--- src/rtl/fifo_wr_arbiter.sv ---
// Write-side arbiter sharing one FIFO write port among NUM_REQ requesters.
// The arbiter grants bursts of up to BURST_LEN words in round-robin order and
// muxes the owner's words onto fifo_wr_en/fifo_wr_data.
// fifo_full stalls the current burst. fifo_almost_full ends the current burst
// and blocks the start of new ones.
module fifo_wr_arbiter #(
  parameter int DATA_WIDTH = 16,
  parameter int NUM_REQ    = 4,
  parameter int BURST_LEN  = 8
) (
  input  logic                          wr_clk,
  input  logic                          wr_rst_n,
  input  logic [NUM_REQ-1:0]            req_valid,
  input  logic [NUM_REQ*DATA_WIDTH-1:0] req_data,
  output logic [NUM_REQ-1:0]            req_ready,
  output logic [NUM_REQ-1:0]            grant,
  input  logic                          fifo_full,
  input  logic                          fifo_almost_full,
  output logic                          fifo_wr_en,
  output logic [DATA_WIDTH-1:0]         fifo_wr_data,
  output logic                          busy
);

  localparam int PTR_W = $clog2(NUM_REQ);

  typedef enum logic {
    S_IDLE,
    S_BURST
  } state_t;

  state_t                r_state;
  logic [NUM_REQ-1:0]    r_grant;
  logic [7:0]            r_beat_cnt;
  logic [PTR_W-1:0]      r_rr_ptr;
  logic [PTR_W-1:0]      r_owner;

  logic                  w_busy;
  logic                  w_owner_valid;
  logic [DATA_WIDTH-1:0] w_owner_data;
  logic                  w_wr_en;
  logic                  w_pick_found;
  logic [PTR_W-1:0]      w_pick_idx;
  logic [PTR_W-1:0]      w_next_ptr;
  logic                  w_last_beat;

  assign w_busy      = (r_state == S_BURST);
  assign w_wr_en     = w_busy & w_owner_valid & ~fifo_full;
  assign w_last_beat = (r_beat_cnt == 8'(BURST_LEN - 1));
  assign w_next_ptr  = (r_owner == PTR_W'(NUM_REQ - 1)) ? '0 : r_owner + 1'b1;

  // Select the owner's valid bit and data word using the one-hot grant.
  always_comb begin
    // NOTE: every always_comb output gets a default first. Without it, a path
    // that leaves the output unassigned infers a latch.
    w_owner_valid = 1'b0;
    w_owner_data  = '0;
    for (int i = 0; i < NUM_REQ; i++) begin
      if (r_grant[i]) begin
        w_owner_valid = req_valid[i];
        w_owner_data  = req_data[i*DATA_WIDTH +: DATA_WIDTH];
      end
    end
  end

  // Round-robin pick. The first loop finds the lowest valid index overall.
  // The second loop replaces it with the lowest valid index at or after
  // rr_ptr, when such an index exists.
  always_comb begin
    w_pick_found = 1'b0;
    w_pick_idx   = '0;
    for (int i = NUM_REQ - 1; i >= 0; i--) begin
      if (req_valid[i]) begin
        w_pick_found = 1'b1;
        w_pick_idx   = PTR_W'(i);
      end
    end
    for (int i = NUM_REQ - 1; i >= 0; i--) begin
      if (req_valid[i] && (i >= int'(r_rr_ptr))) begin
        w_pick_idx = PTR_W'(i);
      end
    end
  end

  // The FIFO-facing outputs are combinational. They drop as soon as the grant
  // clears, so a reset during a burst writes no partial beat.
  assign req_ready    = (w_busy & ~fifo_full) ? r_grant : '0;
  assign fifo_wr_en   = w_wr_en;
  assign fifo_wr_data = w_busy ? w_owner_data : '0;
  assign grant        = r_grant;
  assign busy         = w_busy;

  // Burst FSM: grant in IDLE, count beats in BURST, advance the pointer on exit.
  always_ff @(posedge wr_clk or negedge wr_rst_n) begin
    // NOTE: sequential state uses non-blocking assignments only, so every
    // flop samples values from before the clock edge.
    if (!wr_rst_n) begin
      r_state    <= S_IDLE;
      r_grant    <= '0;
      r_beat_cnt <= '0;
      r_rr_ptr   <= '0;
      r_owner    <= '0;
    end else begin
      case (r_state)
        S_IDLE: begin
          if (w_pick_found && !fifo_almost_full) begin
            r_state    <= S_BURST;
            r_grant    <= NUM_REQ'(1) << w_pick_idx;
            r_owner    <= w_pick_idx;
            r_beat_cnt <= '0;
          end
        end
        S_BURST: begin
          if (!w_owner_valid) begin
            // The owner withdrew its request, so the burst ends with no transfer.
            r_state  <= S_IDLE;
            r_grant  <= '0;
            r_rr_ptr <= w_next_ptr;
          end else if (w_wr_en) begin
            r_beat_cnt <= r_beat_cnt + 8'd1;
            // Only one exit is taken, even when the last beat and
            // almost_full occur together.
            if (w_last_beat || fifo_almost_full) begin
              r_state  <= S_IDLE;
              r_grant  <= '0;
              r_rr_ptr <= w_next_ptr;
            end
          end
          // When fifo_full stalls a valid owner, every register holds its value.
        end
        default: begin
          r_state <= S_IDLE;
          r_grant <= '0;
        end
      endcase
    end
  end

endmodule

--- config.mk ---
export PLATFORM = sky130hd
export DESIGN_NAME = fifo_wr_arbiter
export DESIGN_NICKNAME = d
export VERILOG_FILES = /design/src/rtl/fifo_wr_arbiter.sv
export SDC_FILE = /design/constraint.sdc
export NUM_CORES = 1
export LEC_CHECK = 0
export ABC_AREA = 1
export CELL_PAD_IN_SITES_DETAIL_PLACEMENT = 0
export CELL_PAD_IN_SITES_GLOBAL_PLACEMENT = 1
export CORE_UTILIZATION = 43
export CTS_BUF_LIST = sky130_fd_sc_hd__clkbuf_4
export DETAILED_ROUTE_END_ITERATION = 12
export DONT_BUFFER_PORTS = 1
export GPL_ROUTABILITY_DRIVEN = 0
export PLACE_DENSITY_LB_ADDON = 0.05
export SLEW_MARGIN = 5
export SYNTH_ARGS = -nofsm -noshare
export SYNTH_HDL_FRONTEND = slang
export SYNTH_SLANG_ARGS = --single-unit
--- constraint.sdc ---
create_clock -name wr_clk -period 1.35 [get_ports wr_clk]
set_input_delay 0.27 -clock wr_clk [delete_from_list [all_inputs] [get_ports wr_clk]]
set_output_delay 0.27 -clock wr_clk [all_outputs]
set_load 0.01 [all_outputs]
==> impl_metrics.json <==
{
  "clk_pin_slew_ns": 0.10,
  "ys_types": 30,
  "drt-pass1-iter-count": 4,
  "fillCellCount": 365,
  "die_area_um2": 4170,
  "slew_headroom": 0.464,
  "finalClockSkew_ns": 0.000535,
  "clk_path_buf_depth": 2,
  "synth.net_count": 339,
  "grt.overflow.total": 0,
  "leakagePower_nw": 0.944,
  "num_rows": 22,
  "clockRootBuffer": "clkbuf_4",
  "place_inst": 314,
  "violations": "negative setup slack",
  "crit_arrival_ns": 1.44,
  "grt_pass1_wl_mm": 7.11,
  "grt_max_degree": 34,
  "dieHeight_um": 64.6,
  "maxCapViolCount": 0,
  "viasPerCell": 5.46,
  "clock_latency_ns": 0.30,
  "synthAdderAreaFrac": 0.0149,
  "setup-violations-final": 35,
  "finalCriticalPeriod_ns": 1.71,
  "ys_warn_count": 0,
  "cts_tree": "yes",
  "slew_violations": 0,
  "worstMarginPinSlew_ns": 0.802,
  "wire_per_inst_um": 13.7,
  "synthXorXnorAreaFrac": 0.00520,
  "synthCells": 265,
  "ant_nets": 0,
  "synth_compound_area_frac": 0.277,
  "utilization": 0.586,
  "antenna_cells": 0,
  "hp-class": "in -> reg",
  "start_util": 0.453,
  "io_pins": 98,
  "yosysSeqAreaShare": 0.253,
  "antenna_found_initial": 0,
  "synth_seq_cells": 17,
  "clock.fmax_mhz": 586,
  "ff_latch_area_um2": 428,
  "h-tree-depth": 1,
  "crit_fanout": 18,
  "critPathRequiredTime_ns": 1.08,
  "area_growth_pct": 29.4,
  "tns_ns": -6.94,
  "drive_gt1_frac": 0.343,
  "fin_nets": 358,
  "grt_pass1_vias": 1632,
  "end_kind": "primary output",
  "p_per_area_nw_per_um2": 1760,
  "layout_commonest_cell": "nand2_1",
  "synth_top_family_by_area": "simple AND/OR/NAND/NOR gates",
  "rsz0062_at_grt": "true",
  "syn-cell-area_um2": 1680,
  "start_kind": "flip-flop",
  "yosys.area_share.simple": 0.342,
  "die_width_um": 64.6,
  "finalWorstSetupSlack_ns": -0.356,
  "worst_ir_drop_vdd_v": 0.000957,
  "coreArea_um2": 3720,
  "mostFrequentLayoutCells": "nand2_1, o21ai_1, nor2_1, a21oi_2, buf_4",
  "synthMuxAreaShare": 0.00595,
  "grtUsageTotal": 0.218,
  "syn_avg_cell_area_um2": 6.35,
  "first_iter_violations": 64,
  "route.detailed.drc": 0,
  "dp_hpwl_mm": 3.22,
  "instances_no_fill": 331,
  "fin_crit_sh": 1.26,
  "vias": 1806,
  "finalWirelength_mm": 4.54,
  "status": "complete, but fails checks",
  "port_buffers": 0,
  "worstSetupPathType": "reg -> out",
  "multi_input_area_um2": 1270,
  "cts_made_buffers": 3,
  "cts.sinks": 17,
  "hold_violations": 0
}
==> synthesized netlist by cell type <==
cell | n | area, µm²
xnor2_1 | 1 | 8.76
inv_2 | 3 | 11.3
nor3b_1 | 2 | 15.0
clkinv_1 | 1 | 3.75
mux2i_1 | 1 | 10.0
o21ai_2 | 4 | 35.0
nand3_4 | 2 | 35.0
nor2_2 | 1 | 6.26
o21ai_1 | 35 | 175
nand4_1 | 7 | 43.8
a21oi_1 | 34 | 170
nand3_2 | 2 | 20.0
nand2_4 | 4 | 45.0
buf_2 | 6 | 30.0
buf_1 | 1 | 3.75
o21ai_0 | 17 | 85.1
buf_4 | 3 | 22.5
clkbuf_1 | 4 | 15.0
nor2_4 | 1 | 11.3
buf_8 | 1 | 15.0
nand2_1 | 53 | 199
inv_6 | 1 | 8.76
dfrtp_1 | 17 | 425
nand3_1 | 8 | 40.0
ha_1 | 2 | 25.0
inv_1 | 12 | 45.0
inv_4 | 1 | 6.26
buf_6 | 1 | 11.3
nand2_2 | 4 | 25.0
nor2_1 | 36 | 135
==> path summary, 6_finish.rpt <==
path,from,cells after the start,end,slack [ns]
max in group asynchronous,wr_rst_n,1,grant[3],0.31
setup / recovery,grant[1],6,fifo_wr_data[6],-0.36
hold reg to reg,r_owner[1],2,r_owner[1],0.52
min in group asynchronous,wr_rst_n,1,r_beat_cnt[5],0.49
setup reg to reg,grant[1],11,r_beat_cnt[7],-0.14
hold / removal,req_valid[0],3,r_owner[1],0.27
==> registers in the layout, indices dropped and copies added, names as in the netlist <==
signal	count
busy	1
grant	4
r_owner	2
r_rr_ptr	2
r_beat_cnt	8
==> per-stage QoR <==
step	area, µm²	setup WS (ns)	total power (W)	hold WS (ns)
global route	2180	-0.433	0.00416	0.267
detailed placement	1870	-0.0831	0.00298	-0.0251
global placement	1870	-0.0536	0.00297	-0.0252
floorplan	1740	-0.0573	0.00254	-0.0256
CTS	2080	-0.343	0.00364	0.250
finish	2180	-0.356	0.00382	0.273
==> cell type report <==
cell class	count	area share
Multi-Input combinational cell	215	0.585
Sequential cell	17	0.196
Timing Repair Buffer	29	0.133
Inverter	18	0.0442
Tap cell	48	0.0276
Clock buffer	4	0.0138
==> report_power, final <==
group	internal [W]	switching, W
logic	0.00111	0.00167
clock network	0.000135	0.000167
registers	0.000636	0.000102
total	0.00188	0.00194
==> critical path: stages, from the launching register on <==
cell,delay [ns]
dfrtp_1,0.42
buf_12,0.15
inv_16,0.08
nor2_1,0.05
o21ai_1,0.16
o21ai_1,0.10
a21oi_2,0.18
==> timing repair <==
action                                  in CTS  in global routing
resized for setup                           30                 24
setup buffers                               10                  1
endpoints found under the setup margin      26                 38
pin swaps                                    7                  6
endpoints found under the hold margin       17                  0
hold buffers                                 1                  0
cloned                                       1                  0
==> cell families (layout without fill, tap and decap cells) <==
kind of cell	after synthesis	after routing
AND/OR/NAND/NOR	120	121
AO/OA/AOI/OAI	90	90
buffers and inverters	34	51
flip-flops	17	17
adder cells (fa/ha/maj)	2	2
XOR/XNOR	1	1
multiplexers	1	1
==> routing by layer <==
layer  global-route usage  wire length (µm)  up-vias
met3               0.0352               237        7
met2                0.414              2320       71
met4               0.0750                69        0
met1                0.242              1910      799
met5                    0                 0        -
li1                     -                 -      929
(Power assumes the default switching activity.)
